==> src/rtl/spi_ram_responder.sv <==
// SPI mode-0 byte-RAM responder: READ (0x03) / WRITE (0x02) with 24-bit address and auto-increment.
// Optional debug read port enabled by defining SPI_RAM_DEBUG_PORT_EN.
module spi_ram_responder #(
    parameter int ADDR_BITS = 4
) (
    input  logic                 clk,
    input  logic                 rst,
    input  logic                 spi_clk,
    input  logic                 spi_select,
    input  logic                 spi_mosi,
    output logic                 spi_miso,
    output logic                 spi_miso_oe
`ifdef SPI_RAM_DEBUG_PORT_EN
    ,
    input  logic [ADDR_BITS-1:0] debug_addr,
    output logic [7:0]           debug_data
`endif
);

    localparam int DEPTH = 1 << ADDR_BITS;

    localparam logic [2:0] ST_IDLE   = 3'd0;
    localparam logic [2:0] ST_CMD    = 3'd1;
    localparam logic [2:0] ST_ADDR   = 3'd2;
    localparam logic [2:0] ST_READ   = 3'd3;
    localparam logic [2:0] ST_WRITE  = 3'd4;
    localparam logic [2:0] ST_IGNORE = 3'd5;

    localparam logic [ADDR_BITS-1:0] ADDR_ONE = {{(ADDR_BITS-1){1'b0}}, 1'b1};

    logic                 sclk_meta_r, sclk_sync_r, sclk_prev_r;
    logic                 sel_meta_r, sel_sync_r, sel_prev_r;
    logic                 mosi_meta_r, mosi_sync_r;

    logic [2:0]           state_r;
    logic [4:0]           bit_cnt_r;
    logic [6:0]           shift_r;
    logic [6:0]           tx_r;
    logic [ADDR_BITS-1:0] addr_r;
    logic                 cmd_read_r;
    logic                 rd_loaded_r;
    logic                 miso_r;
    logic                 oe_r;

    logic [7:0]           mem_r [DEPTH];

    logic                 sclk_rise_s, sclk_fall_s, sel_fall_s;
    logic                 byte_done_s, mem_we_s;
    logic [7:0]           rx_byte_s, rd_byte_s;
    logic [ADDR_BITS-1:0] rd_addr_s;

    // Two-flop synchronizers plus one history flop for edge detection; reset to bus-idle levels.
    always_ff @(posedge clk or posedge rst) begin
        if (rst) begin
            sclk_meta_r <= 1'b0;
            sclk_sync_r <= 1'b0;
            sclk_prev_r <= 1'b0;
            sel_meta_r  <= 1'b1;
            sel_sync_r  <= 1'b1;
            sel_prev_r  <= 1'b1;
            mosi_meta_r <= 1'b0;
            mosi_sync_r <= 1'b0;
        end else begin
            sclk_meta_r <= spi_clk;
            sclk_sync_r <= sclk_meta_r;
            sclk_prev_r <= sclk_sync_r;
            sel_meta_r  <= spi_select;
            sel_sync_r  <= sel_meta_r;
            sel_prev_r  <= sel_sync_r;
            mosi_meta_r <= spi_mosi;
            mosi_sync_r <= mosi_meta_r;
        end
    end

    assign sclk_rise_s = sclk_sync_r & ~sclk_prev_r;
    assign sclk_fall_s = ~sclk_sync_r & sclk_prev_r;
    assign sel_fall_s  = ~sel_sync_r & sel_prev_r;
    assign rx_byte_s   = {shift_r, mosi_sync_r};
    assign byte_done_s = sclk_rise_s & (bit_cnt_r == 5'd7);
    assign mem_we_s    = (state_r == ST_WRITE) & ~sel_sync_r & ~sel_fall_s & byte_done_s;
    // The first load in READ uses the address just shifted in; later loads use the next one.
    assign rd_addr_s   = rd_loaded_r ? (addr_r + ADDR_ONE) : addr_r;
    assign rd_byte_s   = mem_r[rd_addr_s];

    // Transaction FSM: command decode, address shift, read shift-out and write byte assembly.
    always_ff @(posedge clk or posedge rst) begin
        if (rst) begin
            state_r     <= ST_IDLE;
            bit_cnt_r   <= 5'd0;
            shift_r     <= 7'd0;
            tx_r        <= 7'd0;
            addr_r      <= {ADDR_BITS{1'b0}};
            cmd_read_r  <= 1'b0;
            rd_loaded_r <= 1'b0;
            miso_r      <= 1'b0;
            oe_r        <= 1'b0;
        end else if (sel_fall_s || sel_sync_r) begin
            state_r     <= sel_fall_s ? ST_CMD : ST_IDLE;
            bit_cnt_r   <= 5'd0;
            shift_r     <= 7'd0;
            tx_r        <= 7'd0;
            rd_loaded_r <= 1'b0;
            miso_r      <= 1'b0;
            oe_r        <= 1'b0;
        end else begin
            case (state_r)
                ST_CMD: begin
                    if (sclk_rise_s) begin
                        shift_r <= rx_byte_s[6:0];
                        if (bit_cnt_r == 5'd7) begin
                            bit_cnt_r  <= 5'd0;
                            cmd_read_r <= (rx_byte_s == 8'h03);
                            if (rx_byte_s == 8'h03 || rx_byte_s == 8'h02) begin
                                state_r <= ST_ADDR;
                            end else begin
                                state_r <= ST_IGNORE;
                            end
                        end else begin
                            bit_cnt_r <= bit_cnt_r + 5'd1;
                        end
                    end
                end
                ST_ADDR: begin
                    if (sclk_rise_s) begin
                        addr_r <= {addr_r[ADDR_BITS-2:0], mosi_sync_r};
                        if (bit_cnt_r == 5'd23) begin
                            bit_cnt_r <= 5'd0;
                            state_r   <= cmd_read_r ? ST_READ : ST_WRITE;
                        end else begin
                            bit_cnt_r <= bit_cnt_r + 5'd1;
                        end
                    end
                end
                ST_READ: begin
                    if (sclk_fall_s) begin
                        if (!rd_loaded_r || bit_cnt_r == 5'd7) begin
                            tx_r        <= rd_byte_s[6:0];
                            miso_r      <= rd_byte_s[7];
                            oe_r        <= 1'b1;
                            bit_cnt_r   <= 5'd0;
                            rd_loaded_r <= 1'b1;
                            if (rd_loaded_r) begin
                                addr_r <= addr_r + ADDR_ONE;
                            end
                        end else begin
                            tx_r      <= {tx_r[5:0], 1'b0};
                            miso_r    <= tx_r[6];
                            bit_cnt_r <= bit_cnt_r + 5'd1;
                        end
                    end
                end
                ST_WRITE: begin
                    if (sclk_rise_s) begin
                        shift_r <= rx_byte_s[6:0];
                        if (bit_cnt_r == 5'd7) begin
                            bit_cnt_r <= 5'd0;
                            addr_r    <= addr_r + ADDR_ONE;
                        end else begin
                            bit_cnt_r <= bit_cnt_r + 5'd1;
                        end
                    end
                end
                ST_IGNORE: begin
                    state_r <= ST_IGNORE;
                end
                default: begin
                    state_r <= ST_IDLE;
                end
            endcase
        end
    end

    // Byte array: no reset, written once per completed WRITE byte at the current address.
    always_ff @(posedge clk) begin
        if (mem_we_s) begin
            mem_r[addr_r] <= rx_byte_s;
        end
    end

`ifdef SPI_RAM_DEBUG_PORT_EN
    // Registered debug read; a same-cycle SPI write to the address yields the old byte.
    always_ff @(posedge clk or posedge rst) begin
        if (rst) begin
            debug_data <= 8'h00;
        end else begin
            debug_data <= mem_r[debug_addr];
        end
    end
`endif

    assign spi_miso    = miso_r;
    assign spi_miso_oe = oe_r;

endmodule
==> config.mk <==
export PLATFORM = sky130hd
export DESIGN_NAME = spi_ram_responder
export DESIGN_NICKNAME = d
export VERILOG_FILES = /design/src/rtl/spi_ram_responder.sv
export SDC_FILE = /design/constraint.sdc
export NUM_CORES = 1
export LEC_CHECK = 0
export ABC_AREA = 1
export ABC_CLOCK_PERIOD_IN_PS = 2100
export BUFFER_PORTS_ARGS = -buffer_cell sky130_fd_sc_hd__buf_2
export CORE_ASPECT_RATIO = 1.2
export CORE_MARGIN = 5
export CORE_UTILIZATION = 50
export DETAILED_ROUTE_END_ITERATION = 12
export GPL_ROUTABILITY_DRIVEN = 0
export PLACE_DENSITY = 0.72
export SYNTH_ARGS = -nofsm -noshare
export SYNTH_HDL_FRONTEND = slang
export SYNTH_SLANG_ARGS = --single-unit
export TNS_END_PERCENT = 5
==> constraint.sdc <==
create_clock -name clk -period 2.1 [get_ports clk]
set_input_delay 0.21 -clock clk [delete_from_list [all_inputs] [get_ports clk]]
set_output_delay 0.21 -clock clk [all_outputs]
set_load 0.005 [all_outputs]
After elaboration in Yosys (flattened, before gate mapping)
Memories as Yosys holds them, arrays and structs flattened.
Cells that the tools add are included.
{ "word_totals": {"output_inout_bits": 2, "word_cells": 113, "mem_bits_rw": 128, "memories": 1, "reg_bits": 37, "inputBits": 5} }
{ "mem_list": {"columns": ["name", "words", "width", "read_ports", "rd_ports_with_merged_regs", "write_ports", "line_no", "text"], "rows": [
  ["mem_r", 16, 8, 1, 0, 1, "45", "logic [7:0] mem_r [DEPTH];"]
]} }
{ "op_classes": {"add_sub_neg": 2, "muxes": 41, "n_reduce_logical": 20, "eq_ne": 21, "n_bitwise": 12} }
{ "ops": {"columns": ["operator", "count"], "rows": [
  ["7-bit 2-to-1 mux", 7],
  ["5-bit 2-to-1 mux", 7],
  ["4-bit 2-to-1 mux", 6],
  ["3-bit 2-to-1 mux", 7],
  ["8-bit by 2-bit == test with 1-bit output (second input constant)", 2],
  ["3-bit != test (second input constant)", 5],
  ["5-bit one-hot mux with 3 select lines", 1],
  ["3-bit one-hot mux with 4 select lines", 1],
  ["4-bit one-hot mux with 3 select lines", 1],
  ["1-bit 2-to-1 mux", 11],
  ["2-bit nonzero test", 5],
  ["2-bit != test (second input constant)", 4],
  ["4-bit AND reduction", 2],
  ["1-bit bitwise AND", 7],
  ["7-bit AND reduction", 1],
  ["3-bit by 2-bit == test with 1-bit output (second input constant)", 2],
  ["3-bit == test (second input constant)", 2],
  ["5-bit by 1-bit adder with 5-bit output (second input constant)", 1],
  ["5-bit by 3-bit == test with 1-bit output (second input constant)", 1],
  ["5-bit == test (second input constant)", 1],
  ["1-bit NOT", 5],
  ["5-bit AND reduction", 1],
  ["4-bit by 1-bit adder with 4-bit output (second input constant)", 1],
  ["2-bit by 1-bit != test with 1-bit output (second input constant)", 2],
  ["other kinds (9)", 13]
]} }

Logic depth before layout (Yosys ltp)
{ "logic_depth": {"word_depth": 7, "ltp_mapped": 14, "ltp_nobuf": 12} }

Least setup slack after synthesis
No wires, ideal clock.
{ "synth_path": {"path_type": "flip-flop to flip-flop", "startpoint": "register bit_cnt_r[0]", "endpoint": "memory mem_r[0][0], enable pin", "n_path_buf": 0, "setup_ns": 0.370, "arrival_time_ns": 1.852, "required_ns": 1.730, "stages_incl_launch_ff": 11, "path_slack_ns": -0.123, "period_less_slack_ns": 2.223, "path_cell_list": "dfrtp_1 -> ha_1 -> nand2_1 -> nor3_4 -> nand2_1 -> nand3_1 -> nand3_2 -> nand2_2 -> nor2_8 -> nand2_4 -> nor2_1"} }
{ "synth_between": {"elab_chain_len": 5} }
{ "synth_rtl": {"columns": ["item", "line_no", "text"], "rows": [
  ["start: declaration", "36", "logic [4:0] bit_cnt_r;"],
  ["start signal: assignment", "119", "bit_cnt_r <= bit_cnt_r + 5'd1;"],
  ["start signal: assignment", "130", "bit_cnt_r <= bit_cnt_r + 5'd1;"],
  ["start signal: assignment", "148", "bit_cnt_r <= bit_cnt_r + 5'd1;"],
  ["5-bit by 3-bit == test with 1-bit output", "79", "assign byte_done_s = sclk_rise_s & (bit_cnt_r == 5'd7);"],
  ["1-bit bitwise AND", "79", null],
  ["1-bit bitwise AND", "80", "assign mem_we_s = (state_r == ST_WRITE) & ~sel_sync_r & ~sel_fall_s & byte_done_s;"],
  ["1-bit 2-to-1 mux", "175", "if (mem_we_s) begin"],
  ["1-bit 2-to-1 mux (implied by the code)", "176", "mem_r[addr_r] <= rx_byte_s;"],
  ["end: declaration", "45", null]
]} }
No other way between the ends.

Worst setup path in the final report
{ "layout_path": {"startpoint": "register bit_cnt_r[0]", "endpoint": "memory mem_r[5][5], enable pin"} }
Same word-level chain as after synthesis.

==> results.md <==
* Outcome: completed
* Via density at 5.734
* Post-Place Setup Slack at -0.03905 ns
* Fill count at 1141
* Critical-path top delay cell: dfrtp_1
* Mux contribution to synthesized area at 0%
* Clk root buf: clkbuf_16
* Worst path buffer plus inverter count at 2
* Inst Count DP at 899
* Max frequency at 0.4862 GHz
* Synthesized cell area at 7366 um^2
* Avg Cell Area, Syn at 10.68 um^2
* Flop2flop setup slack at around 0.043 ns
* Vias in the first global route at around 5200
* Worst Setup End Kind: register
* CP top delay family: simple AND/OR/NAND/NOR gates
* Via count at 5373
* Ranking of synthesized cells by area: edfxtp_1 (52%), dfrtp_1 (12%), nand3_1 (11%), nand2_1 (9.0%), inv_1 (1.9%)
* WL final at between 15 and 20 mm
* Die width at 120.8 um
* Top cells by count, synth: nand2_1 (176), nand3_1 (161), edfxtp_1 (128)
* Die Area at 17270 um^2
* Total track usage at 21.10%
* Type of origin of the critical path: register
* I/O pins at 7
* First-pass GRT wire length at 27.41 mm
* Final setup vio count at 0
* EDFF count, synth at 128
* Total gr overflow at 0
* Final Cycle Share at between 90 and 100%
* Syn_nets at 700
* Longest Clk Path Bufs at 2
* Yosys top cell by area: edfxtp_1
* Lkg Pwr at between 3 and 4 nW
* Drt first pass iters at 6
* R2R depth at 12
* Critical Path, Cell by Cell: ha_2, nand2_2, buf_6, nor3_4, nand2_2, nand3_1, nand3_2, nand2_4, nor2_8, nand2_4, nor2_1, buf_4
* Initial antenna violation count at 0
* Worst-path maximum fanout at 8
* Final Power at 6.708 mW
* Dpl hpwl at around 12 mm
* Die Y at around 140 um
* Layout Cells excl Fill at 937
* Max-slew headroom at 62.30%
* Fin. Hold Viols at 0
* CTS clk-pin slew, worst paths at 0.06 ns
* Routed Antenna Nets at 0
* Drt wl/cell at approximately 19 um
* Register area share after synthesis at 64.80%
* Largest net degree at the start of global routing at 38
* Post-synthesis cell count at 690
* Starting density of the core at about 51%
* DP Area at 7863 um^2
* Post-synthesis compound-gate area fraction at 3.822%
* Critical Path AT at about 2.2 ns
* Post-synthesis adder-cell area fraction at 0.8493%
* Critical R2R Capture: mem_r[5][5]
* Clk_lat worst skew at 0.43 ns
* Max-Cap Viols at 0
* Most frequent cell after synthesis: nand2_1
* Fraction of layout cells with a size suffix above 1 at 20.87%
* Core area at 14410 um^2
* Drc violations at 0
* Pwr dens at 776.2 nW/um^2
* Critical path launch point: bit_cnt_r[0]
* Worst Tran Pin Value at 0.5655 ns
* Nets at 759
* Top_reg_cell synth: edfxtp_1
* CTS H-Tree Depth at 4
* Largest family of logic cells by synthesized area: simple AND/OR/NAND/NOR gates
* Hold WC Path Type: reg2reg
* Worst setup margin at 0.04311 ns
* Ys async rst share at 22.42%
* Initial drt markers at between 500 and 600
* Worst setup path category: reg2reg
* Syn. warnings at 0
* Design area at 8642 um^2
* Area grow syn2layout at 17.33%
* Crit. path cell count at 12
* Synthesized flop and latch total at between 150 and 200
* Synth cell types at 33
* Post-synthesis simple-gate area fraction at about 25%
* R2r startpoint: bit_cnt_r[0]
* Top cell type's share of synthesized area at between 50% and 60%
* Xor and xnor area share after synthesis at 0.4756%
* CP endpoint: mem_r[5][5]
* Slew Viols, Final at 0
* Minimum clock period at slightly above 2 ns
* Critical Path Max Stage Delay at about 0.39 ns
* Worst clock skew at roughly 0.010 ns
* CP Data Required Time at 2.24 ns
* TritonCTS clock tree: built
* Worst vdd ir at 0.5573 mV
* TritonCTS Buffers at 17
* Port-buffer cells at 6
* # rows at 48
* RSZ-0062 raised after global routing: yes
* Diode count at 0
* # clock sinks at around 170
stage by stage:
step,utilization (%),hold slack [ns],TNS (ns)
2_1_floorplan,-,0.2145,-15.68
3_3_place_gp,54.55,0.3193,-0.04836
3_5_place_dp,54.55,0.3194,-0.3118
4_1_cts,58.95,0.3514,0
5_1_grt,59.96,0.3585,-3.556
6_report,59.96,0.3507,0
cell families after synthesis:
| family | count (synthesis) |
|---|---|
| AO/OA/AOI/OAI | 48 |
| AND/OR/NAND/NOR | 398 |
| XOR/XNOR | 4 |
| buffers and inverters | 70 |
| flip-flops | 165 |
| adder cells (fa/ha/maj) | 5 |
per-layer routing:
layer | wire, um | global-route usage (%)
met1 | 6641 | 24.91
met2 | 8938 | 36.77
met3 | 1285 | 4.002
met4 | 815 | 10.98
met5 | 0 | 0
area by class of cell:
class	count	area (um^2)	share of cell area (%)
sequential	165	4777	55.28
multi-input combinational	455	2328	26.94
timing repair buffer	66	573.1	6.631
clock buffer	19	475.5	5.502
tap	175	219.0	2.534
inverter	44	165.2	1.911
clock inverter	13	103.9	1.202
registers in the layout (all words and copies together), names as in the netlist:
register / count
addr_r: 4
spi_miso: 1
sel_sync_r: 1
sclk_prev_r: 1
mosi_meta_r: 1
bit_cnt_r: 5
tx_r: 7
state_r: 3
sclk_sync_r: 1
mosi_sync_r: 1
cmd_read_r: 1
sclk_meta_r: 1
spi_miso_oe: 1
sel_prev_r: 1
sel_meta_r: 1
shift_r: 7
mem_r: 128
power breakdown:
part,internal (mW),switching (mW)
sequential,3.50,0.0163
combinational,0.0617,0.126
clock,1.68,1.32
how the worst min path moves through the flow:
stage / start / to / cells after the start
floorplan: spi_select / sel_meta_r / 0
global placement: spi_mosi / mosi_meta_r / 1
detailed placement: spi_mosi / mosi_meta_r / 1
CTS: mosi_meta_r / mosi_sync_r / 0
global route: mosi_meta_r / mosi_sync_r / 0
finish: mosi_meta_r / mosi_sync_r / 0
repair_timing:
item | CTS | global route
pin swaps | 3 | 4
setup buffers | 0 | 2
endpoints found under the setup margin | 16 | 135
hold buffers | 4 | 0
endpoints found under the hold margin | 37 | 0
gates resized for setup | 5 | 39
cells in the final DEF, fill, tap and decap left out, types with 2 or more instances in the layout:
cell and count:
nand2_1 171, o21ai_4 2, nor2_1 16, nor2_2 13, o21ai_0 18, a21oi_1 12
buf_4 41, inv_8 2, xor2_1 4, buf_12 3, nand2_4 6, dfstp_2 3
dlygate4sd3_1 4, edfxtp_1 128, dfrtp_2 3, nor3_1 6, clkinv_4 2, dfrtp_1 31
nor2_4 4, nand2_2 12, buf_6 12, nor4_1 2, inv_6 4, inv_2 8
ha_1 4, buf_2 6, nand3_2 7, inv_1 36, nand3_1 156, o21ai_2 2
clkbuf_16 19, o22ai_1 10, o21ai_1 2, inv_4 3, clkinv_2 2
Power figures use the tool's default switching activity.
